`src/rtl/wrr_vchannel_arbiter_if.sv`:
```
// Bundle between the virtual-channel FIFOs, the WRR arbiter and the output link.
// The arbiter uses the slave modport; the FIFO/link side uses master.
interface wrr_vchannel_arbiter_if #(
    parameter int NCH = 4,
    parameter int DW  = 4,
    parameter int WW  = 3,
    parameter int PW  = 2
);
    logic                enb;
    logic [NCH-1:0]      empty_i;
    logic [NCH*DW-1:0]   data_i;
    logic [NCH*WW-1:0]   weight_i;
    logic [NCH-1:0]      pop_o;
    logic [DW-1:0]       data_o;
    logic                valid_o;
    logic [PW-1:0]       grant_o;

    modport master (
        output enb, empty_i, data_i, weight_i,
        input  pop_o, data_o, valid_o, grant_o
    );

    modport slave (
        input  enb, empty_i, data_i, weight_i,
        output pop_o, data_o, valid_o, grant_o
    );
endinterface

```
`src/rtl/wrr_vchannel_arbiter.sv`:
```
// Weighted round-robin arbiter/mux: N first-word-fall-through FIFOs onto one link.
// Optional macro WRR_STRICT_PRIO_EN makes channel 0 strict priority outside the WRR.
module wrr_vchannel_arbiter #(
    parameter int            NCH       = 4,
    parameter int            DW        = 4,
    parameter int            WW        = 3,
    parameter int            PW        = 2,
    parameter logic [DW-1:0] IDLE_WORD = '0
) (
    input logic                  clk,
    input logic                  rst,
    wrr_vchannel_arbiter_if.slave bus
);

    logic [PW-1:0]  r_ptr;
    logic [WW-1:0]  r_credit;
    logic [DW-1:0]  r_data;
    logic           r_valid;
    logic [PW-1:0]  r_grant;

    logic [NCH-1:0] w_elig;
    logic           w_found;
    logic [PW-1:0]  w_sidx;
    logic           w_stay;
    logic           w_gnt;
    logic [PW-1:0]  w_gidx;
    logic [PW-1:0]  w_nptr;
    logic [WW-1:0]  w_ncredit;
    logic [WW-1:0]  w_sweight;
    logic [DW-1:0]  w_gdata;
    logic [NCH-1:0] w_pop;

    always_comb begin
        for (int i = 0; i < NCH; i++) begin
            w_elig[i] = !bus.empty_i[i] && (bus.weight_i[i*WW +: WW] != '0);
        end
`ifdef WRR_STRICT_PRIO_EN
        w_elig[0] = 1'b0;
`endif
    end

    // Circular scan starting just after the pointer and ending on the pointer itself.
    always_comb begin
        int idx;
        w_found = 1'b0;
        w_sidx  = r_ptr;
        idx     = 0;
        for (int k = 1; k <= NCH; k++) begin
            idx = int'(r_ptr) + k;
            if (idx >= NCH) idx = idx - NCH;
            if (!w_found && w_elig[idx]) begin
                w_found = 1'b1;
                w_sidx  = PW'(idx);
            end
        end
    end

    assign w_sweight = bus.weight_i[int'(w_sidx)*WW +: WW];
    assign w_stay    = (r_credit != '0) && !bus.empty_i[r_ptr];

    always_comb begin
        w_gnt     = 1'b0;
        w_gidx    = r_ptr;
        w_nptr    = r_ptr;
        w_ncredit = r_credit;
        if (bus.enb) begin
`ifdef WRR_STRICT_PRIO_EN
            if (!bus.empty_i[0]) begin
                w_gnt  = 1'b1;
                w_gidx = '0;
            end else
`endif
            if (w_stay) begin
                w_gnt     = 1'b1;
                w_ncredit = r_credit - WW'(1);
            end else if (w_found) begin
                w_gnt     = 1'b1;
                w_gidx    = w_sidx;
                w_nptr    = w_sidx;
                w_ncredit = w_sweight - WW'(1);
            end else begin
                w_ncredit = '0;
            end
        end
    end

    // Pop strobe is suppressed while reset is held so FIFOs are never drained in reset.
    always_comb begin
        w_pop = '0;
        if (w_gnt && rst) w_pop[w_gidx] = 1'b1;
    end

    assign w_gdata = bus.data_i[int'(w_gidx)*DW +: DW];

    always_ff @(posedge clk or negedge rst) begin
        if (!rst) begin
            r_ptr    <= PW'(NCH-1);
            r_credit <= '0;
            r_data   <= IDLE_WORD;
            r_valid  <= 1'b0;
            r_grant  <= '0;
        end else if (bus.enb) begin
            r_valid  <= w_gnt;
            r_ptr    <= w_nptr;
            r_credit <= w_ncredit;
            if (w_gnt) begin
                r_data  <= w_gdata;
                r_grant <= w_gidx;
            end
        end else begin
            r_valid <= 1'b0;
        end
    end

    assign bus.pop_o   = w_pop;
    assign bus.data_o  = r_data;
    assign bus.valid_o = r_valid;
    assign bus.grant_o = r_grant;

endmodule

```
`src/flat_wrapper.sv`:
```
// flat-port wrapper written by rule: the top's interface ports become plain ports
module wrr_vchannel_arbiter_flat 
#(
    parameter int            NCH       = 4,
    parameter int            DW        = 4,
    parameter int            WW        = 3,
    parameter int            PW        = 2,
    parameter logic [DW-1:0] IDLE_WORD = '0
)
  (clk, rst, bus_enb, bus_empty_i, bus_data_i, bus_weight_i, bus_pop_o, bus_data_o, bus_valid_o, bus_grant_o);
  wrr_vchannel_arbiter_if #(.NCH(NCH), .DW(DW), .WW(WW), .PW(PW)) bus_i ();
  input logic clk;
  input logic rst;
  input wire logic [$bits(bus_i.enb)-1:0] bus_enb;
  input wire logic [$bits(bus_i.empty_i)-1:0] bus_empty_i;
  input wire logic [$bits(bus_i.data_i)-1:0] bus_data_i;
  input wire logic [$bits(bus_i.weight_i)-1:0] bus_weight_i;
  output wire logic [$bits(bus_i.pop_o)-1:0] bus_pop_o;
  output wire logic [$bits(bus_i.data_o)-1:0] bus_data_o;
  output wire logic [$bits(bus_i.valid_o)-1:0] bus_valid_o;
  output wire logic [$bits(bus_i.grant_o)-1:0] bus_grant_o;
  assign bus_i.enb = bus_enb;
  assign bus_i.empty_i = bus_empty_i;
  assign bus_i.data_i = bus_data_i;
  assign bus_i.weight_i = bus_weight_i;
  assign bus_pop_o = bus_i.pop_o;
  assign bus_data_o = bus_i.data_o;
  assign bus_valid_o = bus_i.valid_o;
  assign bus_grant_o = bus_i.grant_o;
  wrr_vchannel_arbiter #(.NCH(NCH), .DW(DW), .WW(WW), .PW(PW), .IDLE_WORD(IDLE_WORD)) u_core (.clk(clk), .rst(rst), .bus(bus_i));
endmodule
```
`config.mk`:
```
export PLATFORM = sky130hd
export DESIGN_NAME = wrr_vchannel_arbiter_flat
export DESIGN_NICKNAME = d
export VERILOG_FILES = /design/src/rtl/wrr_vchannel_arbiter_if.sv /design/src/rtl/wrr_vchannel_arbiter.sv /design/src/flat_wrapper.sv
export SDC_FILE = /design/constraint.sdc
export NUM_CORES = 1
export LEC_CHECK = 0
export BUFFER_PORTS_ARGS = -buffer_cell sky130_fd_sc_hd__buf_4
export CAP_MARGIN = 20
export CORE_MARGIN = 1
export CORE_UTILIZATION = 40
export CTS_BUF_LIST = sky130_fd_sc_hd__clkbuf_16
export DETAILED_ROUTE_END_ITERATION = 10
export PLACE_DENSITY = 0.7
export SETUP_SLACK_MARGIN = 0.1
export SLEW_MARGIN = 10
export SYNTH_ARGS = -nofsm -noshare
export SYNTH_HDL_FRONTEND = slang
export SYNTH_SLANG_ARGS = --single-unit
```
`constraint.sdc`:
```
create_clock -name clk -period 2.82 [get_ports clk]
set_input_delay 0 -clock clk [delete_from_list [all_inputs] [get_ports clk]]
set_output_delay 0 -clock clk [all_outputs]
set_load 0.005 [all_outputs]
```
* After elaboration in Yosys (flattened, before gate mapping)
Index checks and enable logic that the tools add are counted.
** Storage, ports and cells
- Register bits after elaboration :: 12
- Input port bits :: 35
- Output and inout port bits :: 11
- Word-level logic and storage cells :: 91
** Cells by class
- Add/subtract/negate cells :: 10
- Multipliers :: 1
- Order comparisons :: 11
- Shift-type cells :: 2
- Multiplexer cells :: 38
- Reductions and logical operators :: 24
** Operator list (count)
- >= comparator 32 x 4 -> 1 bit, second input constant :: 4
- less-than comparator 32 x 4 -> 1 bit, second input constant :: 4
- 2-to-1 mux 32 bit :: 4
- subtractor 32 x 4 -> 32 bit, second input constant :: 4
- indexed part select 12 x 32 -> 3 bit :: 1
- 2-to-1 mux 1 bit :: 18
- indexed part select 16 x 5 -> 4 bit :: 1
- nonzero test 3 bit :: 5
- 2-to-1 mux 2 bit :: 7
- binary-select mux 1 bit (select 2 bit) :: 5
- logical AND 1 bit :: 10
- logical NOT 1 bit :: 8
- adder 2 x 2 -> 3 bit, second input constant :: 2
- less-than comparator 2 x 3 -> 1 bit, second input constant :: 2
- 2-to-1 mux 3 bit :: 2
- subtractor 3 x 1 -> 3 bit, second input constant :: 2
- adder 2 x 3 -> 4 bit, second input constant :: 1
- multiplier 2 x 2 -> 4 bit, second input constant :: 1
- 2-to-1 mux 4 bit :: 1
- adder 2 x 1 -> 3 bit, second input constant :: 1
- demux 1 bit (select 2 bit) :: 1
- >= comparator 2 x 1 -> 1 bit, second input constant :: 1
- AND reduction 2 bit :: 1

* Logic depth before layout (Yosys ltp)
Gate-level depths: netlist of the first run.
- Depth after elaboration :: 24
- Mapped depth :: 12
- Depth with buffers taken out :: 11

* Least setup slack after synthesis of the first run
No wires, ideal clock.
- Kind :: register to register
- Start :: register u_core.r_ptr[1]
- End :: register u_core.r_credit[2]
- Setup time :: 0.069 ns
- Arrival :: 2.479 ns
- Data required time :: 2.751 ns
- Slack :: 0.273 ns
- Stages on the path, launching flop included :: 11
- Path buffers :: 2
- Clock period less this slack :: 2.547 ns
- Path through :: dfstp_2 -> buf_2 -> nor3b_1 -> nand2_1 -> o311ai_1 -> or2_0 -> buf_2 -> mux2_2 -> ha_1 -> or4_1 -> nand3_1
** On the way
- Longest elaborated chain between the ends :: 21
- Elaborated cells on any way between the ends :: 51
- Classes of those cells :: add/sub (9); mul (1); order compare (4); shift (1); mux (28); reduce/logical (8)
** Ends and longest elaborated chain
- from (decl) :: RTL line wrr_vchannel_arbiter.sv:15 : logic [PW-1:0] r_ptr;
- from (signal assigned) :: RTL line wrr_vchannel_arbiter.sv:97 : r_ptr <= PW'(NCH-1);
- from (signal assigned) :: RTL line wrr_vchannel_arbiter.sv:104 : r_ptr <= w_nptr;
- adder 2 x 1 -> 3 bit :: RTL line wrr_vchannel_arbiter.sv:49 : idx = int'(r_ptr) + k;
- subtractor 32 x 4 -> 32 bit or >= comparator 32 x 4 -> 1 bit (tied branches) :: RTL line wrr_vchannel_arbiter.sv:50 : if (idx >= NCH) idx = idx - NCH;
- 2-to-1 mux 32 bit :: RTL line wrr_vchannel_arbiter.sv:50
- binary-select mux 1 bit (select 2 bit) :: RTL line wrr_vchannel_arbiter.sv:51 : if (!w_found && w_elig[idx]) begin
- 2-to-1 mux 1 bit (implied by the code) (2 in series) :: RTL line wrr_vchannel_arbiter.sv:51
- 2-to-1 mux 1 bit :: RTL line wrr_vchannel_arbiter.sv:51
- logical NOT 1 bit :: RTL line wrr_vchannel_arbiter.sv:51
- logical AND 1 bit :: RTL line wrr_vchannel_arbiter.sv:51
- [... 4 more ...]
- logical NOT 1 bit :: RTL line wrr_vchannel_arbiter.sv:51
- logical AND 1 bit :: RTL line wrr_vchannel_arbiter.sv:51
- 2-to-1 mux 2 bit :: RTL line wrr_vchannel_arbiter.sv:51
- multiplier 2 x 2 -> 4 bit :: RTL line wrr_vchannel_arbiter.sv:58 : assign w_sweight = bus.weight_i[int'(w_sidx)*WW +: WW];
- indexed part select 12 x 32 -> 3 bit :: RTL line wrr_vchannel_arbiter.sv:58
- subtractor 3 x 1 -> 3 bit :: RTL line wrr_vchannel_arbiter.sv:80 : w_ncredit = w_sweight - WW'(1);
- 2-to-1 mux 3 bit :: RTL line wrr_vchannel_arbiter.sv:76 : end else if (w_found) begin
- 2-to-1 mux 3 bit * :: RTL line wrr_vchannel_arbiter.sv:73 : if (w_stay) begin
- to (signal assigned) :: RTL line wrr_vchannel_arbiter.sv:105 : r_credit <= w_ncredit;
- to (decl) :: RTL line wrr_vchannel_arbiter.sv:16 : logic [WW-1:0] r_credit;
Every way passes the cells marked *; elsewhere a longest branch is shown, timed or not. The select of a mux whose other input is x is not followed.
A chain may end at the register's enable or synchronous reset.

* Worst setup path after layout of the first run
Same ends and word-level chain as after synthesis.

==> run metrics, run 1 <==
worst path buffer plus inverter count 0; total iterations of the first detailed-routing run 4; Final Hold Vio Count 0; unrepaired setup endpoints after global routing no; post-route clock skew 4.05 ps; leading area contributor after synthesis sky130_fd_sc_hd__dfrtp_1; Final nets 198; Max Buffers Root-to-Sink 2; antenna cells 0; cell with the biggest individual delay on the critical path sky130_fd_sc_hd__dfstp_2; sinks on the clock net 12; cts bufs inserted 3; H-tree depth reported by CTS 1; required time of the critical path 2990 ps; global placement routability congestion 0.761; gr ovfl total 0; worst setup path class reg -> reg; Die Footprint 2720 um2; minimum clock period after layout 2530 ps; ordered cell list for the critical path nor3b_1 -> nand2_1 -> o311ai_1 -> or2_0 -> mux2_2 -> ha_1 -> or4_1 -> nand3_1; overall power 1380 uW; top area cells in the synthesized netlist sky130_fd_sc_hd__dfrtp_1 (25%), sky130_fd_sc_hd__mux2i_1 (13%), sky130_fd_sc_hd__nand2_1 (6.7%), sky130_fd_sc_hd__dfstp_2 (5.2%), sky130_fd_sc_hd__ha_1 (3.7%); vias in the first global route 968; max-cap viol count 0; number of antenna violations at the first check in global routing 0; sequential fraction of the synthesis area 30.1%; Post-Synthesis Cells 110; clock latency reported for the late side of the worst-skew pair 240 ps; total number of vias 1012; top cell type's share of synthesized area 24.9%; number of vias per cell after detailed routing 5.41; fin. max-slew vios 0; total standard cell area after synthesis 1000 um2; Max-slew headroom 69.8%; crit path launch type flip-flop; pwr/cell area 943 nW/um2; GRT Total Usage 21.3%; placeable core region 2300 um2; global-route wire length before repair 4130 um; total placed cells including tap cells 182; # DRC 0; post-synthesis register bit count 12; cell type group with the largest total delay on the critical path simple AND/OR/NAND/NOR gates; master cell of the clock root buffer sky130_fd_sc_hd__clkbuf_16; count of routing violations after the opening detailed-route iteration 20; synthesized area per cell 9.13 um2; critical path fanouts, max 11; number of input and output port buffers inserted 45; maximum vdd ir drop 567 uV; routed wire length 2590 um; I/O pin total 46; die extent in y 52.1 um; Mapped Nets 148; non-filler instance count after layout 187; final cycle utilization of the critical path 89.6%; post-CTS repair timing setup buffer count 0; Sum Neg Setup Slack 0 ps; Yosys warning total 0; utilization after layout 63.5%; Area growth, synth to finish 45.1%; count of different cell masters after synthesis 36; largest net degree at the start of global routing 15; Achievable Freq 0.396 GHz; worst-margin pin slew 449 ps; width of the die 52.1 um; setup-violating endpoint count in the final report 0; CTS tree yes; data arrival time of the critical path 2700 ps; share of layout cells above drive strength 1 39.6%; Starting Density 43.7%; DP HPWL 2060 um; num rows 17; clock edge transition at the registers on the reported setup and hold paths 40 ps; min-delay worst type in -> reg; status completed; post-detailed-route count of antenna-violating nets 0; Slowest Stage Delay on Critical Path 620 ps; Static Leak 0.000727 uW; routed wirelength normalized by instance count 13.8 um; sort of element at the end of the critical path flip-flop
-- area by class of cell --
cell class / instances / area [um2]
inverters: 6 / 22.5
clock buffers: 3 / 75.1
clock inverters: 1 / 3.75
repair buffers: 48 / 363
multi-input cells: 89 / 656
flip-flops and latches: 12 / 303
fillers: 197 / 840
well taps: 28 / 35.0
-- per-layer routing --
| metal | track usage [%] | routed length (um) | up-vias | part of all wire [%] |
|---|---|---|---|---|
| met5 | 0 | 0 | - | 0 |
| met4 | 10.8 | 46 | 0 | 1.8 |
| met3 | 3.51 | 108 | 5 | 4.2 |
| li1 | - | - | 504 | - |
| met2 | 35.5 | 1240 | 22 | 48 |
| met1 | 26.1 | 1190 | 481 | 46 |
-- worst reg2reg max path: cells and delay by family, from the launching register on --
family,cells,cell delay (ps)
DFF,1,620
adders and majority gates,1,190
and+or+nand+nor,5,1140
muxes,1,360
AOI/OAI and AO/OA,1,150
-- stage by stage --
step	worst slack (ps)	instance area [um2]	hold slack, ps
floorplan	273	1000	-296
global placement	349	1360	-149
detailed placement	309	1360	-148
CTS	220	1450	31.5
global route	146	1460	52.3
finish	293	1460	44.7
-- cells in the mapped netlist --
library cell and number:
sky130_fd_sc_hd__a2111oi_0 1, sky130_fd_sc_hd__a211oi_1 1, sky130_fd_sc_hd__a21oi_1 2, sky130_fd_sc_hd__a221o_1 1, sky130_fd_sc_hd__a31oi_4 1, sky130_fd_sc_hd__and2b_1 1, sky130_fd_sc_hd__buf_12 1, sky130_fd_sc_hd__buf_2 2
sky130_fd_sc_hd__dfrtp_1 10, sky130_fd_sc_hd__dfstp_2 2, sky130_fd_sc_hd__ha_1 3, sky130_fd_sc_hd__inv_1 6, sky130_fd_sc_hd__mux2_2 2, sky130_fd_sc_hd__mux2_4 1, sky130_fd_sc_hd__mux2i_1 13, sky130_fd_sc_hd__nand2_1 18
sky130_fd_sc_hd__nand2b_1 1, sky130_fd_sc_hd__nand3_1 1, sky130_fd_sc_hd__nand3_2 1, sky130_fd_sc_hd__nor2_1 4, sky130_fd_sc_hd__nor2b_1 2, sky130_fd_sc_hd__nor2b_4 1, sky130_fd_sc_hd__nor3_1 7, sky130_fd_sc_hd__nor3b_1 5
sky130_fd_sc_hd__o211a_1 1, sky130_fd_sc_hd__o211ai_1 1, sky130_fd_sc_hd__o21a_1 2, sky130_fd_sc_hd__o21ai_0 4, sky130_fd_sc_hd__o221ai_1 4, sky130_fd_sc_hd__o22a_1 1, sky130_fd_sc_hd__o22ai_1 2, sky130_fd_sc_hd__o311ai_1 1
sky130_fd_sc_hd__or2_0 1, sky130_fd_sc_hd__or2b_1 2, sky130_fd_sc_hd__or3_4 2, sky130_fd_sc_hd__or4_1 2
-- report_power, final --
part	total, uW	switching (uW)	internal [uW]
logic	780	379	401
clock network	260	73.4	187
registers	335	68.6	267
-- timing repair --
item / CTS / global route
endpoints found under the hold margin: 12 / 0
hold buffers: 1 / 0
resized for setup: 0 / 3
endpoints found under the setup margin: 0 / 2
-- cells by family (layout without fill, tap and decap cells) --
| kind of cell | after synthesis | in the layout | synth area share, % |
|---|---|---|---|
| AO/OA/AOI/OAI | 22 | 22 | 17.4 |
| adder cells (fa/ha/maj) | 3 | 3 | 3.74 |
| buffers and inverters | 9 | 58 | 5.23 |
| flip-flops | 12 | 12 | 30.1 |
| multiplexers | 16 | 16 | 16.7 |
| AND/OR/NAND/NOR | 48 | 48 | 26.8 |
-- state kept, by name (all words and copies together) (netlist names) --
signal              flops
u_core.r_credit         3
u_core.bus.grant_o      2
u_core.bus.valid_o      1
u_core.r_ptr            2
u_core.bus.data_o       4
-- cell usage in the layout, fill, tap and decap left out, types with 2 or more instances in the layout --
| cell | synthesis | layout |
|---|---|---|
| sky130_fd_sc_hd__nor2b_1 | 2 | 2 |
| sky130_fd_sc_hd__or2b_1 | 2 | 2 |
| sky130_fd_sc_hd__nand2_1 | 18 | 17 |
| sky130_fd_sc_hd__o21a_1 | 2 | 2 |
| sky130_fd_sc_hd__dfstp_2 | 2 | 2 |
| sky130_fd_sc_hd__a21oi_1 | 2 | 2 |
| sky130_fd_sc_hd__mux2_2 | 2 | 2 |
| sky130_fd_sc_hd__o221ai_1 | 4 | 4 |
| sky130_fd_sc_hd__nor3b_1 | 5 | 5 |
| sky130_fd_sc_hd__clkbuf_16 | 0 | 3 |
| sky130_fd_sc_hd__nor2_1 | 4 | 4 |
| sky130_fd_sc_hd__buf_4 | 0 | 47 |
| sky130_fd_sc_hd__mux2i_1 | 13 | 12 |
| sky130_fd_sc_hd__nor3_1 | 7 | 7 |
| sky130_fd_sc_hd__or4_1 | 2 | 2 |
| sky130_fd_sc_hd__o21ai_0 | 4 | 4 |
| sky130_fd_sc_hd__dfrtp_1 | 10 | 10 |
| sky130_fd_sc_hd__inv_1 | 6 | 5 |
| sky130_fd_sc_hd__or3_4 | 2 | 2 |
| sky130_fd_sc_hd__ha_1 | 3 | 3 |
| sky130_fd_sc_hd__o22ai_1 | 2 | 2 |
-- final timing paths --
| path | start | end | slack, ps | cells past startpoint |
|---|---|---|---|---|
| setup / recovery | u_core.r_ptr[1] | u_core.r_credit[2] | 290 | 8 |
| hold / removal | bus_enb | u_core.r_credit[1] | 40 | 2 |
| setup reg to reg | u_core.r_ptr[1] | u_core.r_credit[2] | 290 | 8 |
| hold reg to reg | u_core.bus.grant_o[1] | u_core.bus.grant_o[1] | 490 | 2 |
| max in group asynchronous | rst | u_core.r_ptr[1] | 2450 | 2 |
| min in group asynchronous | rst | u_core.bus.data_o[0] | 140 | 2 |
Power figures use the tool's default switching activity.
==> run 2: changes to the inputs <==
- CELL_PAD_IN_SITES_DETAIL_PLACEMENT: default -> 2
- CELL_PAD_IN_SITES_GLOBAL_PLACEMENT: default -> 2
- CORE_UTILIZATION: 40 -> 26
- PLACE_DENSITY: 0.7 -> default
- PLACE_DENSITY_LB_ADDON: default -> 0.1
==> run metrics, run 2 (synthesized netlist as in run 1, its figures left out) <==
vias in the first global route 1059 (was 968); utilization after layout 40.2% (was 63.5%); total iterations of the first detailed-routing run 4 (unchanged); Internal Pwr Total 857 uW (was 854 uW); Final Hold Vio Count 0 (unchanged); startpoint of the tightest hold check path bus_enb (unchanged); critical path fanouts, max 11 (unchanged); number of cell instances on the worst register-to-register path 8 (unchanged); post-route clock skew 1.56 ps (was 4.05 ps); Die Footprint 4120 um2 (was 2720 um2); register area 303 um2 (unchanged); Achievable Freq 0.386 GHz (was 0.396 GHz); global placement routability congestion 0.756 (was 0.761); setup slack of the worst register-to-register path 230 ps (was 290 ps); post-route worst setup slack 231 ps (was 293 ps); max-cap viol count 0 (unchanged); fin. max-slew vios 0 (unchanged); minimum clock period after layout 2590 ps (was 2530 ps); sort of element at the end of the critical path flip-flop (unchanged); number of antenna violations at the first check in global routing 0 (unchanged); min-delay worst type in -> reg (unchanged); area taken by multi-input logic gates 657 um2 (was 656 um2); number of input and output port buffers inserted 45 (unchanged); total placed cells including tap cells 202 (was 182); net switching power 554 uW (was 521 uW); setup-violating endpoint count in the final report 0 (unchanged); placeable core region 3690 um2 (was 2300 um2); sinks on the clock net 12 (unchanged); clock edge transition at the registers on the reported setup and hold paths 40 ps (about the same); number of vias per cell after detailed routing 5.06 (was 5.41); non-filler instance count after layout 207 (was 187); data arrival time of the critical path 2760 ps (was 2700 ps); clock latency reported for the late side of the worst-skew pair 240 ps (about the same); num rows 22 (was 17); reg-to-reg critical path endpoint u_core.r_credit[2] (unchanged); global-route wire length before repair 5090 um (was 4130 um); antenna cells 0 (unchanged); count of routing violations after the opening detailed-route iteration 31 (was 20); routed wirelength normalized by instance count 15.6 um (was 13.8 um); CTS tree yes (unchanged); worst-margin pin slew 482 ps (was 449 ps); ordered cell list for the critical path nor3b_1 -> nand2_1 -> o311ai_1 -> or2_1 -> mux2_2 -> ha_1 -> or4_1 -> nand3_1 (was nor3b_1 -> nand2_1 -> o311ai_1 -> or2_0 -> mux2_2 -> ha_1 -> or4_1 -> nand3_1); Cells on Worst Hold Path 2 (unchanged); master cell of the clock root buffer sky130_fd_sc_hd__clkbuf_16 (unchanged); Starting Density 27.2% (was 43.7%); hold slack 48.5 ps (was 44.7 ps); switching power as a share of total power 39.3% (was 37.9%); # DRC 0 (unchanged); commonest non-fill, non-tap cell in the layout sky130_fd_sc_hd__buf_4 (unchanged); I/O pin total 46 (unchanged); largest net degree at the start of global routing 15 (unchanged); crit path launch type flip-flop (unchanged); pwr/cell area 951 nW/um2 (was 943 nW/um2); worst slack at placement 227 ps (was 309 ps); DP HPWL 2640 um (was 2060 um); max reg flops 4 (unchanged); Static Leak 0.000729 uW (was 0.000727 uW); Area growth, synth to finish 47.7% (was 45.1%); worst setup path class reg -> reg (unchanged); required time of the critical path 2990 ps (about the same); die extent in y 64.2 um (was 52.1 um); most frequent cells in the layout sky130_fd_sc_hd__buf_4 (47), sky130_fd_sc_hd__nand2_1 (17), sky130_fd_sc_hd__mux2i_1 (12) (unchanged); Final nets 198 (unchanged); total number of vias 1047 (was 1012); width of the die 64.2 um (was 52.1 um); maximum vdd ir drop 377 uV (was 567 uV); unrepaired setup endpoints after global routing yes (was no); portion of total power attributed to sequential cells 24.0% (was 24.4%); capture endpoint of the worst hold path u_core.r_credit[1] (unchanged); routed wire length 3220 um (was 2590 um); GRT Total Usage 16.0% (was 21.3%); Sum Neg Setup Slack 0 ps (unchanged); cts bufs inserted 3 (unchanged); status completed (unchanged); Clock Power Share 18.4% (was 18.9%); share of layout cells above drive strength 1 39.6% (unchanged); worst reg2reg startpoint u_core.r_ptr[1] (unchanged); gr ovfl total 0 (unchanged); Max Buffers Root-to-Sink 2 (unchanged); H-tree depth reported by CTS 1 (unchanged); combinational fraction of design power 57.6% (was 56.7%); Slowest Stage Delay on Critical Path 630 ps (was 620 ps); Filler cells 420 (was 197); cell with the biggest individual delay on the critical path sky130_fd_sc_hd__dfstp_2 (unchanged); post-detailed-route count of antenna-violating nets 0 (unchanged); Max-slew headroom 67.7% (was 69.8%); final cycle utilization of the critical path 91.8% (was 89.6%)
==> run 2: cell counts in the layout (fill, tap and decap cells not counted) <==
Identical to the previous run, type by type.
==> run 2: cell type report <==
cell class / instances / share of cell area, %
Timing Repair Buffer: 48 / 24.5
Inverter: 6 / 1.52
Clock buffer: 3 / 5.06
Clock inverter: 1 / 0.253
Sequential cell: 12 / 20.4
Multi-Input combinational cell: 89 / 44.3
Tap cell: 48 / 4.05
==> run 2: power by group through the flow <==
stage,clock network [uW],registers (uW),logic (uW)
2_1_floorplan,0,311,584
3_3_place_gp,0,332,783
3_5_place_dp,0,340,815
4_1_cts,266,337,822
5_1_grt,270,350,904
6_report,260,338,813
==> run 2: repair_timing <==
item / in CTS / in global routing
endpoints found under the hold margin: 12 / 0
buffers inserted: 0 / 0
endpoints found under the setup margin: 0 / 9
gates resized for setup: 0 / 5
hold buffers: 1 / 0
==> run 2: through the flow <==
stage	total power [uW]	instance area (um2)
after floorplan	894	1000
after global placement	1120	1390
after detailed placement	1150	1390
after CTS	1430	1480
after global routing	1520	1480
final	1410	1480
==> run 2: critical path, delay by kind of cell (launching register included) <==
family                     cells  cell delay (ps)
muxes                          1              360
and+or+nand+nor                5             1170
DFF                            1              630
adders and majority gates      1              190
AOI/OAI and AO/OA              1              170
==> run 2: worst max-delay path by stage <==
stage	startpoint	endpoint	slack, ps
after global routing	u_core.r_credit[0]	bus_pop_o[3]	50
after global placement	u_core.r_ptr[1]	u_core.r_credit[2]	340
final	u_core.r_ptr[1]	u_core.r_credit[2]	230
after CTS	u_core.r_credit[0]	bus_pop_o[3]	140
after detailed placement	u_core.r_ptr[1]	u_core.r_credit[2]	230
after floorplan	u_core.r_ptr[1]	u_core.r_credit[2]	270
==> run 2: metal layers <==
layer	wire length (um)	vias up	global-route usage (%)	part of all wire, %
li1	-	504	-	-
met1	1400	519	19.3	43
met2	1690	20	29.5	52
met3	110	4	2.14	3.4
met4	26	0	4.17	0.81
met5	0	-	0	0
